<file path="src/rtl/joker_regfile_ctrl.sv">
// Batched register read/write command engine for Joker TV control packets.
// Define JCTRL_ERR_REPLY_EN to answer bad packets with {0xFF, cmd}.
module joker_regfile_ctrl #(
  parameter int NUM_REGS = 16,
  parameter int NUM_STAT = 4,
  parameter logic [8*NUM_REGS-1:0] RESET_VAL = '0,
  parameter int RD_LAT = 2
) (
  input  logic                  clk,
  input  logic                  reset,
  input  logic                  buf_out_hasdata,
  input  logic [9:0]            buf_out_len,
  input  logic [7:0]            buf_out_q,
  output logic [10:0]           buf_out_addr_o,
  output logic                  buf_out_arm,
  input  logic                  buf_out_arm_ack,
  input  logic                  usb_in_ready,
  output logic [10:0]           usb_in_addr_o,
  output logic [7:0]            usb_in_data_o,
  output logic                  usb_in_wren_o,
  output logic                  usb_in_commit,
  output logic [10:0]           usb_in_commit_len,
  input  logic                  usb_in_commit_ack,
  input  logic [8*NUM_STAT-1:0] status_i,
  output logic [8*NUM_REGS-1:0] regs_o,
  output logic [NUM_REGS-1:0]   reg_wr_strobe,
  output logic                  busy
);

  localparam logic [3:0] S_IDLE   = 4'd0;
  localparam logic [3:0] S_FETCH  = 4'd1;
  localparam logic [3:0] S_CHECK  = 4'd2;
  localparam logic [3:0] S_WAITIN = 4'd3;
  localparam logic [3:0] S_WR     = 4'd4;
  localparam logic [3:0] S_RD     = 4'd5;
  localparam logic [3:0] S_COMMIT = 4'd6;
  localparam logic [3:0] S_WAITC  = 4'd7;
  localparam logic [3:0] S_ARM    = 4'd8;
  localparam logic [3:0] S_WAITA  = 4'd9;

  localparam logic [7:0] CMD_WR = 8'h30;
  localparam logic [7:0] CMD_RD = 8'h31;

  logic [3:0]            state_q, state_d;
  logic [10:0]           addr_q, addr_d;
  logic [2:0]            lat_q, lat_d;
  logic [7:0]            cmd_q, cmd_d;
  logic [7:0]            n_q, n_d;
  logic [7:0]            k_q, k_d;
  logic                  ph_q, ph_d;
  logic [7:0]            wa_q, wa_d;
  logic                  err_q, err_d;
  logic [8*NUM_REGS-1:0] regs_q, regs_d;
  logic [NUM_REGS-1:0]   strobe_q, strobe_d;
  logic                  wren_q, wren_d;
  logic [10:0]           iaddr_q, iaddr_d;
  logic [7:0]            idata_q, idata_d;
  logic                  commit_q, commit_d;
  logic [10:0]           clen_q, clen_d;
  logic                  arm_q, arm_d;
  logic                  cack_q, aack_q;

  logic                  smp;
  logic [10:0]           need_wr;
  logic [10:0]           need_rd;
  logic [10:0]           len11;
  logic [7:0]            rd_val;

  always_comb begin
    state_d  = state_q;
    addr_d   = addr_q;
    lat_d    = lat_q;
    cmd_d    = cmd_q;
    n_d      = n_q;
    k_d      = k_q;
    ph_d     = ph_q;
    wa_d     = wa_q;
    err_d    = err_q;
    regs_d   = regs_q;
    strobe_d = '0;
    wren_d   = 1'b0;
    iaddr_d  = iaddr_q;
    idata_d  = idata_q;
    commit_d = commit_q;
    clen_d   = clen_q;
    arm_d    = arm_q;

    smp     = (lat_q == 3'(RD_LAT));
    need_wr = 11'd2 + {2'b0, n_q, 1'b0};
    need_rd = 11'd2 + {3'b0, n_q};
    len11   = {1'b0, buf_out_len};

    // Read mux: later matches override, unmatched addresses read as 0
    rd_val = 8'h00;
    for (int i = 0; i < NUM_REGS; i++)
      if (buf_out_q == 8'(i)) rd_val = regs_q[8*i +: 8];
    for (int j = 0; j < NUM_STAT; j++)
      if (buf_out_q == 8'(NUM_REGS + j)) rd_val = status_i[8*j +: 8];

    unique case (state_q)
      S_IDLE: begin
        if (buf_out_hasdata) begin
          state_d = S_FETCH;
          addr_d  = '0;
          lat_d   = '0;
          k_d     = '0;
          ph_d    = 1'b0;
          err_d   = 1'b0;
        end
      end
      S_FETCH: begin
        if (smp) begin
          lat_d  = '0;
          addr_d = addr_q + 11'd1;
          if (addr_q == 11'd0) begin
            cmd_d = buf_out_q;
          end else begin
            n_d     = buf_out_q;
            state_d = S_CHECK;
          end
        end else begin
          lat_d = lat_q + 3'd1;
        end
      end
      S_CHECK: begin
        if (cmd_q == CMD_WR && len11 >= need_wr) begin
          state_d = (n_q == 8'd0) ? S_ARM : S_WR;
        end else if (cmd_q == CMD_RD && len11 >= need_rd) begin
          state_d = S_WAITIN;
        end else begin
`ifdef JCTRL_ERR_REPLY_EN
          err_d   = 1'b1;
          state_d = S_WAITIN;
`else
          state_d = S_ARM;
`endif
        end
      end
      S_WAITIN: begin
        if (usb_in_ready) begin
          wren_d  = 1'b1;
          iaddr_d = 11'd0;
          idata_d = err_q ? 8'hFF : CMD_RD;
          state_d = (!err_q && n_q == 8'd0) ? S_COMMIT : S_RD;
        end
      end
      S_WR: begin
        if (smp) begin
          lat_d  = '0;
          addr_d = addr_q + 11'd1;
          if (!ph_q) begin
            wa_d = buf_out_q;
            ph_d = 1'b1;
          end else begin
            ph_d = 1'b0;
            for (int i = 0; i < NUM_REGS; i++) begin
              if (wa_q == 8'(i)) begin
                regs_d[8*i +: 8] = buf_out_q;
                strobe_d[i]      = 1'b1;
              end
            end
            k_d = k_q + 8'd1;
            if (k_q + 8'd1 == n_q) state_d = S_ARM;
          end
        end else begin
          lat_d = lat_q + 3'd1;
        end
      end
      S_RD: begin
        if (err_q) begin
          wren_d  = 1'b1;
          iaddr_d = 11'd1;
          idata_d = cmd_q;
          state_d = S_COMMIT;
        end else if (smp) begin
          lat_d   = '0;
          addr_d  = addr_q + 11'd1;
          wren_d  = 1'b1;
          iaddr_d = 11'd1 + {3'b0, k_q};
          idata_d = rd_val;
          k_d     = k_q + 8'd1;
          if (k_q + 8'd1 == n_q) state_d = S_COMMIT;
        end else begin
          lat_d = lat_q + 3'd1;
        end
      end
      S_COMMIT: begin
        commit_d = 1'b1;
        clen_d   = err_q ? 11'd2 : 11'd1 + {3'b0, n_q};
        state_d  = S_WAITC;
      end
      S_WAITC: begin
        if (cack_q && !usb_in_commit_ack) begin
          commit_d = 1'b0;
          state_d  = S_ARM;
        end
      end
      S_ARM: begin
        arm_d   = 1'b1;
        state_d = S_WAITA;
      end
      S_WAITA: begin
        if (aack_q && !buf_out_arm_ack) begin
          arm_d   = 1'b0;
          state_d = S_IDLE;
        end
      end
      default: state_d = S_IDLE;
    endcase
  end

  always_ff @(posedge clk) begin
    if (reset) begin
      state_q  <= S_IDLE;
      addr_q   <= '0;
      lat_q    <= '0;
      cmd_q    <= '0;
      n_q      <= '0;
      k_q      <= '0;
      ph_q     <= 1'b0;
      wa_q     <= '0;
      err_q    <= 1'b0;
      regs_q   <= RESET_VAL;
      strobe_q <= '0;
      wren_q   <= 1'b0;
      iaddr_q  <= '0;
      idata_q  <= '0;
      commit_q <= 1'b0;
      clen_q   <= '0;
      arm_q    <= 1'b0;
      cack_q   <= 1'b0;
      aack_q   <= 1'b0;
    end else begin
      state_q  <= state_d;
      addr_q   <= addr_d;
      lat_q    <= lat_d;
      cmd_q    <= cmd_d;
      n_q      <= n_d;
      k_q      <= k_d;
      ph_q     <= ph_d;
      wa_q     <= wa_d;
      err_q    <= err_d;
      regs_q   <= regs_d;
      strobe_q <= strobe_d;
      wren_q   <= wren_d;
      iaddr_q  <= iaddr_d;
      idata_q  <= idata_d;
      commit_q <= commit_d;
      clen_q   <= clen_d;
      arm_q    <= arm_d;
      cack_q   <= usb_in_commit_ack;
      aack_q   <= buf_out_arm_ack;
    end
  end

  assign buf_out_addr_o    = addr_q;
  assign buf_out_arm       = arm_q;
  assign usb_in_addr_o     = iaddr_q;
  assign usb_in_data_o     = idata_q;
  assign usb_in_wren_o     = wren_q;
  assign usb_in_commit     = commit_q;
  assign usb_in_commit_len = clen_q;
  assign regs_o            = regs_q;
  assign reg_wr_strobe     = strobe_q;
  assign busy              = (state_q != S_IDLE);

endmodule
</file>
<file path="config.mk">
export PLATFORM = sky130hd
export DESIGN_NAME = joker_regfile_ctrl
export DESIGN_NICKNAME = d
export VERILOG_FILES = /design/src/rtl/joker_regfile_ctrl.sv
export SDC_FILE = /design/constraint.sdc
export NUM_CORES = 1
export LEC_CHECK = 0
export BUFFER_PORTS_ARGS = -buffer_cell sky130_fd_sc_hd__buf_2
export CORE_MARGIN = 2
export CORE_UTILIZATION = 50
export CTS_CLUSTER_DIAMETER = 80
export DETAILED_ROUTE_END_ITERATION = 16
export PLACE_DENSITY = 0.73
export SYNTH_ARGS = -nofsm -noshare
export SYNTH_HDL_FRONTEND = slang
export SYNTH_SLANG_ARGS = --single-unit
</file>
<file path="constraint.sdc">
create_clock -name clk -period 2.95 [get_ports clk]
set_clock_uncertainty 0.15 [all_clocks]
set_input_delay 0.59 -clock clk [delete_from_list [all_inputs] [get_ports clk]]
set_output_delay 0.59 -clock clk [all_outputs]
set_load 0.03 [all_outputs]
</file>
== After elaboration in Yosys (flattened, before gate mapping) ==
Index checks and enable logic that the tools add are counted.
Cells by class
  add/sub/neg operators: 7
  multiply operators: 0
  divide/modulo/power cells: 0
  order comparisons: 2
  equal/unequal tests: 59
  shift operators: 0
  muxes and demuxes: 80
  bitwise gates (word level): 4
  reduce and logical (&&, ||, !) cells: 48
Operator list (count)
  8-bit two-way mux: 26
  8-bit by 4-bit == test with 1-bit output, second input constant: 16
  8-bit by 3-bit == test with 1-bit output, second input constant: 8
  4-bit AND reduction: 16
  4-bit two-way mux: 14
  11-bit two-way mux: 4
  11-bit one-hot mux with 2 select lines: 2
  4-bit one-hot mux with 10 select lines: 1
  8-bit by 2-bit == test with 1-bit output, second input constant: 4
  8-bit by 5-bit == test with 1-bit output, second input constant: 4
  8-bit logical NOT: 3
  8-bit one-hot mux with 3 select lines: 1
  1-bit two-way mux: 23
  2-bit inequality test, second input constant: 11
  1-bit by 8-bit adder with 9-bit output, first input constant: 2
  3-bit AND reduction: 6
  4-bit by 3-bit == test with 1-bit output, second input constant: 4
  8-bit by 1-bit == test with 1-bit output, second input constant: 2
  8-bit by 6-bit == test with 1-bit output, second input constant: 2
  8-bit one-hot mux with 2 select lines: 1
  11-bit by 1-bit adder with 11-bit output, second input constant: 1
  11-bit logical NOT: 1
  11-bit AND reduction: 1
  2-bit by 9-bit adder with 10-bit output, first input constant: 1
  other kinds (27): 46
Word-level totals
  register bits: 230
  bits in latches: 0
  bits in writable memories: 0
  bits in read-only memories: 0
  input bits: 56
  output and inout port bits: 189
  word-level logic and storage cells: 233
  memories: 0

== Longest topological paths before layout ==
  depth in word-level cells: 23
  mapped depth: 11
  depth with buffers taken out: 11

== Worst setup path before layout ==
OpenSTA, ideal clock, no wires.
  path kind: reg-to-reg
  start: register n_q[1]
  end: register state_q[2]
  setup time: 0.058 ns
  arrival time: 2.454 ns
  required time: 2.742 ns
  setup slack: 0.288 ns
  stages on the path, launching flop included: 12
  buffers on the path: 0
  period minus slack after synthesis: 2.662 ns
  cell sequence: dfxtp_1 > ha_1 > and3_1 > and3_1 > nand2_1 > xor2_1 > ha_1 > nand3_1 > a2111oi_0 > o21ai_0 > a211oi_1 > mux2_2
Between the ends
  longest elaborated chain between the ends: 5
  elaborated cells on any way between the ends: 11
  those cells by class: 1 x add/sub; 1 x order compare; 3 x eq/ne; 3 x mux; 3 x reduce/logical
RTL lines
  start: declaration: line 48  | logic [7:0] n_q, n_d;
  start signal: assignment: line 238  | n_q <= n_d;
  2-bit by 9-bit adder with 10-bit output: line 89  | need_wr = 11'd2 + {2'b0, n_q, 1'b0};
  10-bit greater-or-equal comparator: line 126  | if (cmd_q == CMD_WR && len11 >= need_wr) begin
  1-bit logical AND: line 126
  4-bit two-way mux: line 126
  4-bit one-hot mux with 10 select lines: line 100  | unique case (state_q)
  end signal: assignment: line 234  | state_q <= state_d;
  end: declaration: line 44  | logic [3:0] state_q, state_d;
Several ways; a longest one is shown, not always the timed one.
A chain may end at the register's enable or synchronous reset.

== Worst setup path in the final report ==
  start: register state_q[3]
  end: register regs_q[63], in the netlist regs_o[63]
Between the ends
  longest elaborated chain between the ends: 2
RTL lines
  4-bit by 3-bit == test with 1-bit output: line 100
  4-bit AND reduction (no line)
  end signal: assignment: line 243  | regs_q <= regs_d;
  end: declaration: line 53  | logic [8*NUM_REGS-1:0] regs_q, regs_d;
Every way passes these cells.

==> run_results.csv <==
group,metric,value,unit
power,power_frac_seq,45.1,%
sta,hold_viol,0,
sta,setup_viol,0,
cells_and_area,syn2layout_area_growth,20.6,%
drt,drtAntennaViolNets,0,
cells_and_area,mostFrequentLayoutCells,"nand2_1 (314), buf_2 (237), dfxtp_1 (225)",
synth,synth_simple_gate_area_share,24.8,%
synth,yosys-top-cells-area,"dfxtp_1 (40%), nand2_1 (10%), a21oi_1 (7.7%)",
placement,place_ws,110,ps
global_routing,gr-total-overflow,0,
global_routing,antenna_found_initial,2,
drt,totalWireLength,38.7,mm
placement,dp.cells,1910,
synth,synth.avg_cell_area,7.89,sq um
cts,cts_tree,"done",
synth,synth_edf_count,0,
cells_and_area,design_area,13700,sq um
power,clkPwrFrac,43.1,%
synth,synthMuxAreaShare,7.22,%
synth,synthArstFlopShare,0,%
floorplan,die_h,155,microns
setup_path,crit_fanout,11,
synth,yosysUniqueCellTypes,70,
global_routing,grt_max_degree,79,
sta,tightest_slew,803,ps
cts,clock-sinks,226,
global_routing,track_usage,31.2,%
synth,syn_area,11400,sq um
drt,vias,11500,
sta,fin_tns_setup,0,ps
cts,cts-root-buf,"clkbuf_16",
cells_and_area,final_common_cell,"nand2_1",
drt,drtIter0Drc,1188,
sta,max_freq,357,MHz
power,p_int,5.15,mW
synth,synth.top_cell.area_share,39.7,%
power,combPwrFrac,11.8,%
global_routing,grt_pass1_vias,10700,
synth,synthesis.instances,1443,
cells_and_area,layoutNonFillerInstCount,1954,
placement,placed_cell_area,12900,sq um
placement,portBuffers,240,
setup_path,path_delay_family,"simple AND/OR/NAND/NOR gates",
power,p_leak,5.57,nW
cells_and_area,nets,1731,
setup_path,crit_buf_inv,1,
drt,dr.pass1.iters,6,
sta,fin_ws,147,ps
floorplan,start_util,50.6,%
cts,cts_hold_buf,0,
cts,worstSkewPairLatency,510,ps
floorplan,coreArea,22500,sq um
setup_path,worstPathArrival,3040,ps
setup_path,start_kind,"register",
setup_path,slowest_stage,"or4_1",
sta,min_period,2800,ps
placement,dp_hpwl,27.7,mm
power,switching_share,25.7,%
setup_path,required,3190,ps
floorplan,die_w,155,microns
cts,cts_max_level,1,
power,switching_power,1.78,mW
flow_run,drv_cap,0,
cts,clkTransAtPathRegs,60,ps
setup_path,cp_cell_sequence,"nor2b_1 > nand3_2 > or4_1 > nor3b_2 > buf_4 > mux2i_1 > nor2_1",
synth,synth-seq-cells,226,
sta,period_share,95.0,%
synth,synth_xor_xnor_area_share,2.89,%
synth,yosysTopAreaCell,"dfxtp_1",
drt,drc,0,
synth,synth-main-ff-cell,"dfxtp_1",
synth,yosys_warnings,0,
global_routing,grt_pass1_wl,59.6,mm
sta,slew_headroom,46.1,%
sta,drv_slew,0,
power,cellPowerDensity,505,nW/um^2
setup_path,crit_path_max_incr_delay,790,ps
cts,cts_buffers,24,
synth,synth-compound-area-share,17.5,%
synth,synth_top_family_by_area,"simple AND/OR/NAND/NOR gates",
floorplan,design.portCount,245,
drt,wl_per_cell,19.8,microns
run_status,status,"complete, no violations",
floorplan,num_rows,55,
floorplan,dieArea,24000,sq um
hold_path,worst_hold_path_type,"in -> reg",
setup_path,worst_setup_path_end_kind,"register",
synth,yosysSeqAreaShare,39.7,%
synth,synth_fa_ha_area_share,2.64,%
cts,cts_buffer_depth,3,
power,peakVddDrop,0.000337,V
drt,viasPerCell,5.90,
placement,gp_congestion,1.02,
cells_and_area,fin_util,61.0,%
setup_path,crit_type,"reg -> reg",
cells_and_area,drive_above_1_share,22.8,%
[power by group through the flow]
stage	sequential, mW	combinational [mW]	clock, mW
floorplan	3.19	0.534	0
global placement	3.20	0.799	0
detailed placement	3.20	0.805	0
CTS	3.13	0.809	3.02
global route	3.13	0.894	3.16
finish	3.13	0.818	2.99
[Yosys cell counts, types with 12 or more instances]
cell type / number
mux4_2: 12
nand3_1: 22
mux2i_1: 45
inv_1: 22
dfxtp_1: 226
xor2_1: 17
nand2_1: 314
nor3_1: 27
ha_1: 24
a21oi_1: 175
nor2_1: 124
buf_2: 22
nand2b_1: 22
o22ai_1: 17
nor2b_1: 24
o21ai_0: 43
clkbuf_1: 90
a211oi_1: 16
[per-stage QoR]
stage	total power [mW]	hold slack, ps
2_1_floorplan	3.73	310
3_3_place_gp	4.00	286
3_5_place_dp	4.00	294
4_1_cts	6.96	146
5_1_grt	7.19	186
6_report	6.94	157
[final cells by class]
| cell class | instances | area (sq um) |
|---|---|---|
| tap | 285 | 357 |
| fill | 2036 | 8770 |
| clock buffer | 34 | 679 |
| sequential | 226 | 4530 |
| antenna | 2 | 5.00 |
| multi-input combinational | 1078 | 6300 |
| clock inverter | 8 | 90.1 |
| inverter | 22 | 82.6 |
| timing repair buffer | 299 | 1690 |
[registers in the layout (all words and copies together), names as in the netlist]
name / count
regs_o: 128
reg_wr_strobe: 16
buf_out_addr_o: 11
usb_in_addr_o: 9
usb_in_commit_len: 9
cmd_q: 8
k_q: 8
n_q: 8
usb_in_data_o: 8
wa_q: 8
state_q: 4
lat_q: 3
aack_q: 1
buf_out_arm: 1
cack_q: 1
ph_q: 1
usb_in_commit: 1
usb_in_wren_o: 1
[worst reg2reg max path, stage by stage (launching register included)]
cell,delay [ps]
dfxtp_1,410
nor2b_1,360
nand3_2,190
or4_1,790
nor3b_2,240
buf_4,230
mux2i_1,250
nor2_1,60
[final timing paths]
kind                                  startpoint          endpoint  slack, ps  cells after the start
worst min-delay path             buf_out_arm_ack            aack_q        160                      2
worst max-delay path                  state_q[3]        regs_o[63]        150                      7
worst max register to register        state_q[3]        regs_o[63]        150                      7
worst min register to register  usb_in_addr_o[3]  usb_in_addr_o[3]        300                      2
[repair_timing]
item,CTS,global route
buffers inserted,0,0
hold endpoints to repair,0,0
gates resized for setup,0,5
setup endpoints to repair,0,7
[layer usage]
layer	share of wire, %	global-route usage (%)	wire, microns	up-vias
met3	9.7	4.12	3750	75
met4	2.9	10.1	1110	0
met2	47	51.2	18300	636
met1	40	42.9	15600	5425
met5	0	0	0	-
li1	-	-	-	5394
[cells by family after synthesis]
group / count (synthesis)
DFF: 226
muxes: 66
AOI/OAI and AO/OA: 334
and+or+nand+nor: 619
buffers and inverters: 142
xor gates and xnor gates: 31
adders and majority gates: 24
other: 1
(Power assumes the default switching activity.)
